$ cat config.mk
export PLATFORM = sky130hd
export DESIGN_NAME = sram_like_arbiter
export DESIGN_NICKNAME = d
export VERILOG_FILES = /design/src/rtl/mem_arb_pkg.sv /design/src/rtl/sram_like_arb_grant.sv /design/src/rtl/sram_like_arbiter.sv
export SDC_FILE = /design/constraint.sdc
export NUM_CORES = 1
export LEC_CHECK = 0
export ABC_AREA = 1
export BUFFER_PORTS_ARGS = -buffer_cell sky130_fd_sc_hd__buf_2
export CAP_MARGIN = 0
export CORE_MARGIN = 4
export CORE_UTILIZATION = 45
export DETAILED_ROUTE_END_ITERATION = 8
export GPL_TIMING_DRIVEN = 0
export PLACE_DENSITY = 0.89
export SLEW_MARGIN = 20
export SYNTH_ARGS = -nofsm -noshare
export SYNTH_HDL_FRONTEND = slang
export SYNTH_SLANG_ARGS = --single-unit
$ cat constraint.sdc
create_clock -name clk -period 1.4 [get_ports clk]
set_input_delay 0.14 -clock clk [delete_from_list [all_inputs] [get_ports clk]]
set_output_delay 0.14 -clock clk [all_outputs]
set_load 0.01 [all_outputs]
$ cat src/rtl/mem_arb_pkg.sv
// Shared types and constants for the SRAM-like bus arbiter.
//   state_e : arbiter sequencing states
//   owner_e : which requester owns the current transaction
//   SIZE_*  : bus transfer size encodings
package mem_arb_pkg;

  typedef enum logic [1:0] {
    IDLE  = 2'd0,
    REQ   = 2'd1,
    WAIT  = 2'd2,
    DRAIN = 2'd3
  } state_e;

  typedef enum logic {
    INST = 1'b0,
    DATA = 1'b1
  } owner_e;

  localparam logic [1:0] SIZE_B = 2'd0;
  localparam logic [1:0] SIZE_H = 2'd1;
  localparam logic [1:0] SIZE_W = 2'd2;

endpackage

$ cat src/rtl/sram_like_arb_grant.sv
// Combinational requester picker.
//   inst_req_i / data_req_i : qualified requests
//   ptr_i                   : round-robin pointer (favoured owner on conflict)
//   gnt_valid_o             : some request is pending
//   gnt_owner_o             : selected owner
// Build option: ARB_RR_EN selects round-robin on conflict; otherwise data
// always beats inst.
module sram_like_arb_grant
  import mem_arb_pkg::*;
(
  input  logic   inst_req_i,
  input  logic   data_req_i,
  input  owner_e ptr_i,
  output logic   gnt_valid_o,
  output owner_e gnt_owner_o
);

`ifdef ARB_RR_EN
  always_comb begin
    gnt_valid_o = inst_req_i | data_req_i;
    gnt_owner_o = DATA;
    if (inst_req_i && data_req_i) begin
      gnt_owner_o = ptr_i;
    end else if (inst_req_i) begin
      gnt_owner_o = INST;
    end
  end
`else
  logic unused_ptr;
  assign unused_ptr = ptr_i;

  always_comb begin
    gnt_valid_o = inst_req_i | data_req_i;
    gnt_owner_o = data_req_i ? DATA : INST;
  end
`endif

endmodule

$ cat src/rtl/sram_like_arbiter.sv
// Shares one SRAM-like bus between instruction fetch and M-stage data access.
// One transaction outstanding; result returned with a one-cycle ok pulse.
// Ports:
//   clk, rst                 : clock, synchronous active-high reset
//   flush                    : cancels delivery of the in-flight result
//   inst_req/addr/rdata/ok   : fetch requester
//   data_req/wr/size/addr/wstrb/wdata/rdata/ok : data requester
//   bus_req/wr/size/addr/wstrb/wdata          : bus request (registered)
//   bus_addr_ok/data_ok/rdata                 : bus responses
//   busy                     : transaction in progress
// Build option: ARB_RR_EN (round-robin arbitration on conflict).
module sram_like_arbiter
  import mem_arb_pkg::*;
#(
  parameter int AW = 32,
  parameter int DW = 32
) (
  input  logic            clk,
  input  logic            rst,
  input  logic            flush,
  input  logic            inst_req,
  input  logic [AW-1:0]   inst_addr,
  output logic [DW-1:0]   inst_rdata,
  output logic            inst_ok,
  input  logic            data_req,
  input  logic            data_wr,
  input  logic [1:0]      data_size,
  input  logic [AW-1:0]   data_addr,
  input  logic [DW/8-1:0] data_wstrb,
  input  logic [DW-1:0]   data_wdata,
  output logic [DW-1:0]   data_rdata,
  output logic            data_ok,
  output logic            bus_req,
  output logic            bus_wr,
  output logic [1:0]      bus_size,
  output logic [AW-1:0]   bus_addr,
  output logic [DW/8-1:0] bus_wstrb,
  output logic [DW-1:0]   bus_wdata,
  input  logic            bus_addr_ok,
  input  logic            bus_data_ok,
  input  logic [DW-1:0]   bus_rdata,
  output logic            busy
);

  localparam int SW = DW / 8;

  state_e          state_q, state_d;
  owner_e          owner_q, owner_d;
  owner_e          ptr_q, ptr_d;
  logic            cancel_q, cancel_d;
  logic            bus_req_q, bus_req_d;
  logic            bus_wr_q, bus_wr_d;
  logic [1:0]      bus_size_q, bus_size_d;
  logic [AW-1:0]   bus_addr_q, bus_addr_d;
  logic [SW-1:0]   bus_wstrb_q, bus_wstrb_d;
  logic [DW-1:0]   bus_wdata_q, bus_wdata_d;
  logic            inst_ok_q, inst_ok_d;
  logic            data_ok_q, data_ok_d;
  logic [DW-1:0]   inst_rdata_q, inst_rdata_d;
  logic [DW-1:0]   data_rdata_q, data_rdata_d;

  logic            gnt_valid;
  owner_e          gnt_owner;

  // A requester still high during its own ok cycle is already finished.
  sram_like_arb_grant u_grant (
    .inst_req_i  (inst_req & ~inst_ok_q),
    .data_req_i  (data_req & ~data_ok_q),
    .ptr_i       (ptr_q),
    .gnt_valid_o (gnt_valid),
    .gnt_owner_o (gnt_owner)
  );

  always_comb begin
    state_d      = state_q;
    owner_d      = owner_q;
    ptr_d        = ptr_q;
    cancel_d     = cancel_q;
    bus_req_d    = bus_req_q;
    bus_wr_d     = bus_wr_q;
    bus_size_d   = bus_size_q;
    bus_addr_d   = bus_addr_q;
    bus_wstrb_d  = bus_wstrb_q;
    bus_wdata_d  = bus_wdata_q;
    inst_ok_d    = 1'b0;
    data_ok_d    = 1'b0;
    inst_rdata_d = inst_rdata_q;
    data_rdata_d = data_rdata_q;

    case (state_q)
      IDLE: begin
        if (gnt_valid && !flush) begin
          state_d   = REQ;
          owner_d   = gnt_owner;
          ptr_d     = (gnt_owner == DATA) ? INST : DATA;
          cancel_d  = 1'b0;
          bus_req_d = 1'b1;
          if (gnt_owner == DATA) begin
            bus_wr_d    = data_wr;
            bus_size_d  = data_size;
            bus_addr_d  = data_addr;
            bus_wstrb_d = data_wr ? data_wstrb : '0;
            bus_wdata_d = data_wdata;
          end else begin
            bus_wr_d    = 1'b0;
            bus_size_d  = SIZE_W;
            bus_addr_d  = inst_addr;
            bus_wstrb_d = '0;
            bus_wdata_d = '0;
          end
        end
      end
      REQ: begin
        // The request cannot be withdrawn once raised; a flush only
        // marks the result for discard.
        if (bus_addr_ok) begin
          bus_req_d = 1'b0;
          state_d   = (flush || cancel_q) ? DRAIN : WAIT;
        end else if (flush) begin
          cancel_d = 1'b1;
        end
      end
      WAIT: begin
        if (bus_data_ok) begin
          state_d = IDLE;
          if (!flush) begin
            if (owner_q == DATA) begin
              data_rdata_d = bus_rdata;
              data_ok_d    = 1'b1;
            end else begin
              inst_rdata_d = bus_rdata;
              inst_ok_d    = 1'b1;
            end
          end
        end else if (flush) begin
          // Requester has gone away; swallow the pending data phase.
          state_d = DRAIN;
        end
      end
      DRAIN: begin
        if (bus_data_ok) begin
          cancel_d = 1'b0;
          state_d  = IDLE;
        end
      end
      default: state_d = IDLE;
    endcase
  end

  always_ff @(posedge clk) begin
    if (rst) begin
      state_q      <= IDLE;
      owner_q      <= DATA;
      ptr_q        <= DATA;
      cancel_q     <= 1'b0;
      bus_req_q    <= 1'b0;
      bus_wr_q     <= 1'b0;
      bus_size_q   <= '0;
      bus_addr_q   <= '0;
      bus_wstrb_q  <= '0;
      bus_wdata_q  <= '0;
      inst_ok_q    <= 1'b0;
      data_ok_q    <= 1'b0;
      inst_rdata_q <= '0;
      data_rdata_q <= '0;
    end else begin
      state_q      <= state_d;
      owner_q      <= owner_d;
      ptr_q        <= ptr_d;
      cancel_q     <= cancel_d;
      bus_req_q    <= bus_req_d;
      bus_wr_q     <= bus_wr_d;
      bus_size_q   <= bus_size_d;
      bus_addr_q   <= bus_addr_d;
      bus_wstrb_q  <= bus_wstrb_d;
      bus_wdata_q  <= bus_wdata_d;
      inst_ok_q    <= inst_ok_d;
      data_ok_q    <= data_ok_d;
      inst_rdata_q <= inst_rdata_d;
      data_rdata_q <= data_rdata_d;
    end
  end

  assign bus_req    = bus_req_q;
  assign bus_wr     = bus_wr_q;
  assign bus_size   = bus_size_q;
  assign bus_addr   = bus_addr_q;
  assign bus_wstrb  = bus_wstrb_q;
  assign bus_wdata  = bus_wdata_q;
  assign inst_ok    = inst_ok_q;
  assign data_ok    = data_ok_q;
  assign inst_rdata = inst_rdata_q;
  assign data_rdata = data_rdata_q;
  assign busy       = (state_q != IDLE);

endmodule

## After elaboration in Yosys (flattened, before gate mapping)

Cells that the tools add are included.

- Logic and storage cells: 69
- Input bits: 142
- Output and inout port bits: 139
- Flip-flop bits (word level): 142

- Multiplexer cells: 24
- Reduce and logical (&&, ||, !) cells: 14
- Equal/unequal tests: 9
- Bitwise operators: 9

Operator list:

| kind | count |
|---|---|
| two-way mux 32 bit | 2 |
| two-way mux 2 bit | 6 |
| AND reduction 4 bit | 3 |
| two-way mux 1 bit | 11 |
| != test 2 bit (second input constant) | 5 |
| two-way mux 4 bit | 2 |
| one-hot mux 2 bit (4 select lines) | 1 |
| inverter 1 bit | 6 |
| AND reduction 5 bit | 1 |
| equality test 2 bit (second input constant) | 2 |
| nonzero test 2 bit | 2 |
| OR reduction 4 bit | 1 |
| != test 3 bit (second input constant) | 1 |
| one-hot mux 1 bit (3 select lines) | 1 |
| AND reduction 3 bit | 1 |
| nonzero test 3 bit | 1 |
| AND 1 bit | 2 |
| equality test 2 x 1 -> 1 bit (second input constant) | 1 |
| zero test 2 bit | 1 |
| one-hot mux 1 bit (2 select lines) | 1 |
| AND reduction 2 bit | 1 |
| logical AND 1 bit | 1 |
| zero test 1 bit | 1 |
| logical OR 1 bit | 1 |
| bitwise OR 1 bit | 1 |

## Longest topological paths before layout

- Depth after elaboration: 6
- Depth in mapped cells: 9
- Gate-level depth less buffers: 9

## Hierarchy

From an unflattened synthesis, not the netlist that was laid out.

- Cells, all modules: 763
- Area, all modules: 5587.9 sq um

By module, submodules not included:

| module | area each (sq um) | instances | seq. area each (sq um) | cells an instance |
|---|---|---|---|---|
| sram_like_arbiter | 5569.1 | 1 | 2862.7 | 759 |
| sram_like_arb_grant | 18.8 | 1 | 0.0 | 4 |

## Least setup slack after synthesis

No wires, ideal clock.

- Kind: register to register
- Start point: reg data_ok_q, in the netlist data_ok
- End point: reg bus_req_q, in the netlist bus_req
- Path buffers: 2
- Stages on the path, launching flop included: 8
- Slack: 180 ps
- Arrival: 1088 ps
- Required time: 1268 ps
- Period minus slack after synthesis: 1220 ps
- Library setup time: 132 ps
- Cells stage by stage: dfxtp_1 > inv_2 > nand2_2 > nand2_1 > nand3_2 > buf_4 > buf_2 > a21oi_1

- Longest elaborated chain between the ends: 6

Ends and longest elaborated chain:

| item | RTL line | text |
|---|---|---|
| from (decl) | sram_like_arbiter.sv:58 | `logic data_ok_q, data_ok_d;` |
| from (signal assigned) | sram_like_arbiter.sv:178 | `data_ok_q <= data_ok_d;` |
| inverter 1 bit | sram_like_arbiter.sv:68 | `.data_req_i (data_req & ~data_ok_q),` |
| AND 1 bit | sram_like_arbiter.sv:68 |  |
| bitwise OR 1 bit | sram_like_arb_grant.sv:33 | `gnt_valid_o = inst_req_i \| data_req_i;` |
| logical AND 1 bit | sram_like_arbiter.sv:92 | `if (gnt_valid && !flush) begin` |
| != test 2 bit (no line) | - |  |
| AND reduction 3 bit (no line) | - |  |
| to (signal assigned) | sram_like_arbiter.sv:171 | `bus_req_q <= bus_req_d;` |
| to (decl) | sram_like_arbiter.sv:51 | `logic bus_req_q, bus_req_d;` |

No other way between the ends.
A chain may end at the register's enable or synchronous reset.

## Final worst setup path

- Start point: reg state_q[0]
- End point: reg bus_addr_q[6], in the netlist bus_addr[6]

- Longest elaborated chain between the ends: 2

Ends and longest elaborated chain:

| item | RTL line | text |
|---|---|---|
| from (decl) | sram_like_arbiter.sv:47 | `state_e state_q, state_d;` |
| from (signal assigned) | sram_like_arbiter.sv:167 | `state_q <= state_d;` |
| zero test 2 bit | - |  |
| AND reduction 2 bit (no line) | - |  |
| to (signal assigned) | sram_like_arbiter.sv:174 | `bus_addr_q <= bus_addr_d;` |
| to (decl) | sram_like_arbiter.sv:54 | `logic [AW-1:0] bus_addr_q, bus_addr_d;` |

No other way between the ends.

==> impl.org <==
** Status
- Run status :: finished, violations left
- Violated checks :: setup timing

** Synth
- Top area cells in the synthesized netlist :: dfxtp_1, nand2_1, nor2_1
- Post-Synthesis Mean Instance Area :: 7.42 um2
- Distinct cell type count of the synthesized netlist :: 23
- Summing the sequential cell areas from Yosys gives 51.5% of the chip area.
- The synthesized design devotes to its leading area cell type 51.5% of total area.
- Post-synth net total :: 886
- For this run, the number of Yosys warnings is 0.
- Mapped Area :: 5520 um2
- The largest total area in the synthesized netlist belongs to dfxtp_1.
- Counting flops and latches in the post-synthesis netlist gives 142.
- In the synthesized netlist, the number of instances is 744.

** Critical path
- Kind of end point of the critical path :: register
- The endpoint identified for the worst register-to-register timing path is bus_addr[6].
- Type of origin of the critical path :: register
- Biggest fanout along the worst timing path :: 10
- The setup check on the worst reg-to-reg path leaves a slack of -9 ps.
- CP Data Required Time :: 1700 ps
- Crit Path Category :: register to register
- Worst flop-to-flop path startpoint :: state_q[0]
- CP arrival :: 1710 ps
- Measured in cells, the most critical reg-to-reg path has a length of 5.

** STA
- Summed negative setup slack over all endpoints :: -12.3 ps
- On the final layout, the worst hold slack is 0.00647 ps.
- The number of endpoints with negative hold slack in the final report came to 0.
- Final Max Slew Viols :: 0
- Of the available clock period, the critical path in the final layout requires 101%.
- Final critical delay including setup and external delays :: 1410 ps
- Measured slew at the worst slew-check pin :: 581 ps
- Unrepaired setup endpoints after global routing :: true
- Headroom to the max-slew limit came out at 61.3%.
- Static timing analysis puts the maximum clock frequency at 0.710 GHz.
- Setup violations remaining at the end of the flow were counted as 2.
- Worst Setup Slack, final :: -9.25 ps
- Final setup skew :: 11.1 ps

** Detailed routing
- Average wire length per cell after detail routing :: 16.9 um
- In the routed design, unresolved DRC markers number 0.
- Total via count after detailed routing :: 6594
- Initial drt markers :: 544
- Met2 wirelength from detailed routing :: 10.7 mm
- Before antenna repair, the detailed router went through 6 iterations.
- Via-to-Cell Ratio :: 5.18
- Routed length on met3 :: 1.76 mm
- The count of nets left with antenna violations once routing finished came out at 0.
- Wire length on met1 :: 7.85 mm
- Routed signal wires occupy layers up through met4.
- The routed design has 21.6 mm of wire.

** GRT
- Wire length of the first global-routing pass :: 31.9 mm
- Maximum number of pins on one net before global-route repair :: 17
- GRT overflow :: 0
- The number of antenna violations at the first check in global routing came to 2.
- Number of global-route vias before repair :: 6468
- Across every metal layer, demand over resource in global routing totals 28.3%.

** Floorplanning
- Floorplan core area :: 12000 um2
- During I/O placement, the number of pins put on the boundary was 281.
- Horizontal extent of the die :: 119 um
- Die ar. :: 14100 um2
- Die H :: 119 um
- The floorplan has 40 rows.
- Starting density of the core :: 45.9%

** Clock tree
- Number of CTS-inserted buffers :: 17
- Number of buffers on the longest clock path :: 2
- The tree is rooted in a clkbuf_16.
- TritonCTS built the clock tree.
- Number of clock sinks :: 142
- Post-CTS clock slew at the launch and capture registers of the worst setup and hold paths :: 60 ps
- Clock latency on the worst-skew pair, taken at its later pin, is 420 ps.
- Count of H-tree levels built during CTS :: 4

** Place
- Once placement finished, the instance area stood at 7100 um2.
- Final weighted congestion of routability-driven global placement :: 0.897
- Input/output buffers :: 279
- Prior to clock tree synthesis, the placed netlist has a worst setup slack of -219 ps.
- HPWL after detailed placement :: 13.5 mm
- Count of placed standard cells including taps :: 1170

** Pwr
- Leak :: 4.20 nW
- Dividing total power by cell area gives a power density of 1520 nW/um2.
- Design Power :: 13.2 mW
- IR analysis of the VDD net gives a maximum drop of 0.000952 V.

** Cells and area
- Finished Layout Cells :: 1272
- Once layout is complete, the utilization of the core stands at 72.2%.
- Final net count :: 1253
- Summed area of non-filler cells in the final layout :: 8670 um2
- The layout has 832 filler cells.
- In the layout the commonest cells are buf_2, nand2_1, dfxtp_1, nor2_1, o21ai_0.
- Syn-to-layout area delta :: 57.1%
- Ratio of cells with drive above 1 in the final layout :: 35.5%
- The library cell used most frequently in the layout, excluding fill and tap cells, is buf_2.

** Hold path
- End point of the worst hold path :: data_rdata[3]
- The worst hold path passes through 3 cells.
- Worst hold path class :: input port to register
- Hold_sp :: bus_rdata[3]

** Flow run
- Across the run, the number of max-cap violations was 0.
[layout make-up]
class | instances | area, um2 | share of cell area, %
timing repair buffer | 347 | 2100 | 24.2
clock buffer | 23 | 508 | 5.86
tap | 147 | 184 | 2.12
antenna | 2 | 5.00 | 0.0577
inverter | 49 | 196 | 2.27
clock inverter | 8 | 126 | 1.46
sequential | 142 | 2850 | 32.9
buffer | 48 | 352 | 4.06
multi-input combinational | 506 | 2350 | 27.1
[logic make-up (layout without fill, tap and decap cells)]
| logic type | Yosys count | in the layout | synth area share (%) |
|---|---|---|---|
| buf+inv | 97 | 475 | 8.37 |
| other cells | 0 | 2 | 0 |
| simple gates | 334 | 335 | 24.3 |
| flops | 142 | 142 | 51.5 |
| compound gates | 171 | 171 | 15.8 |
[worst max-delay path, cell delays in order, from the launching register on]
cell     delay [ps]
dfxtp_4         370
nor2_4          230
nand3_4         180
buf_6           180
o21ai_0         270
a21oi_2          70
[how the worst max path moves through the flow]
stage,slack (ps),from,to
after CTS,0.002,state_q[0],data_rdata[2]
after global routing,-50,state_q[0],bus_wdata[0]
after detailed placement,-220,data_ok,bus_wstrb[1]
after global placement,-190,data_ok,bus_addr[15]
after floorplan,180,data_ok,bus_req
final,-9,state_q[0],bus_addr[6]
[registers in the layout (all words and copies together), names as in the netlist]
signal	flops
state_q	2
data_ok	1
bus_addr	32
inst_rdata	32
cancel_q	1
bus_req	1
owner_q	1
data_rdata	32
bus_wdata	32
bus_size	2
bus_wstrb	4
inst_ok	1
bus_wr	1
[layer usage]
layer / up-vias / global-route usage, %
met5: - / 0
met4: 0 / 17.2
met3: 104 / 7.85
met1: 2991 / 29.6
met2: 407 / 50.1
li1: 3092 / -
[synthesized netlist by cell type]
master	n
nand2_1	172
dfxtp_1	142
nor2_1	139
o21ai_0	89
a21oi_1	67
inv_1	41
clkbuf_1	20
buf_2	12
o21ai_1	9
nand3_1	7
nor2_2	7
a22oi_1	6
buf_4	5
clkbuf_2	5
inv_2	5
buf_6	4
inv_4	3
clkbuf_8	2
nand2_2	2
nand3_2	2
nand4_4	2
nor3_1	2
nor2_4	1
[power by group]
group	total, mW	switching [mW]	leakage, nW	internal (mW)
logic	3.50	2.04	2.74	1.46
registers	4.92	0.346	1.16	4.57
clock network	4.79	1.70	0.304	3.08
total	13.2	4.09	4.20	9.11
[timing repair]
item / 4_1_cts / 5_1_grt
gates resized for setup: 17 / 84
hold buffers: 62 / 0
hold endpoints to repair: 75 / 0
pin swaps: 1 / 5
setup endpoints to repair: 89 / 119
setup buffers: 0 / 4
cloned: 0 / 3
Note: power is estimated with default switching activity, not from simulation.
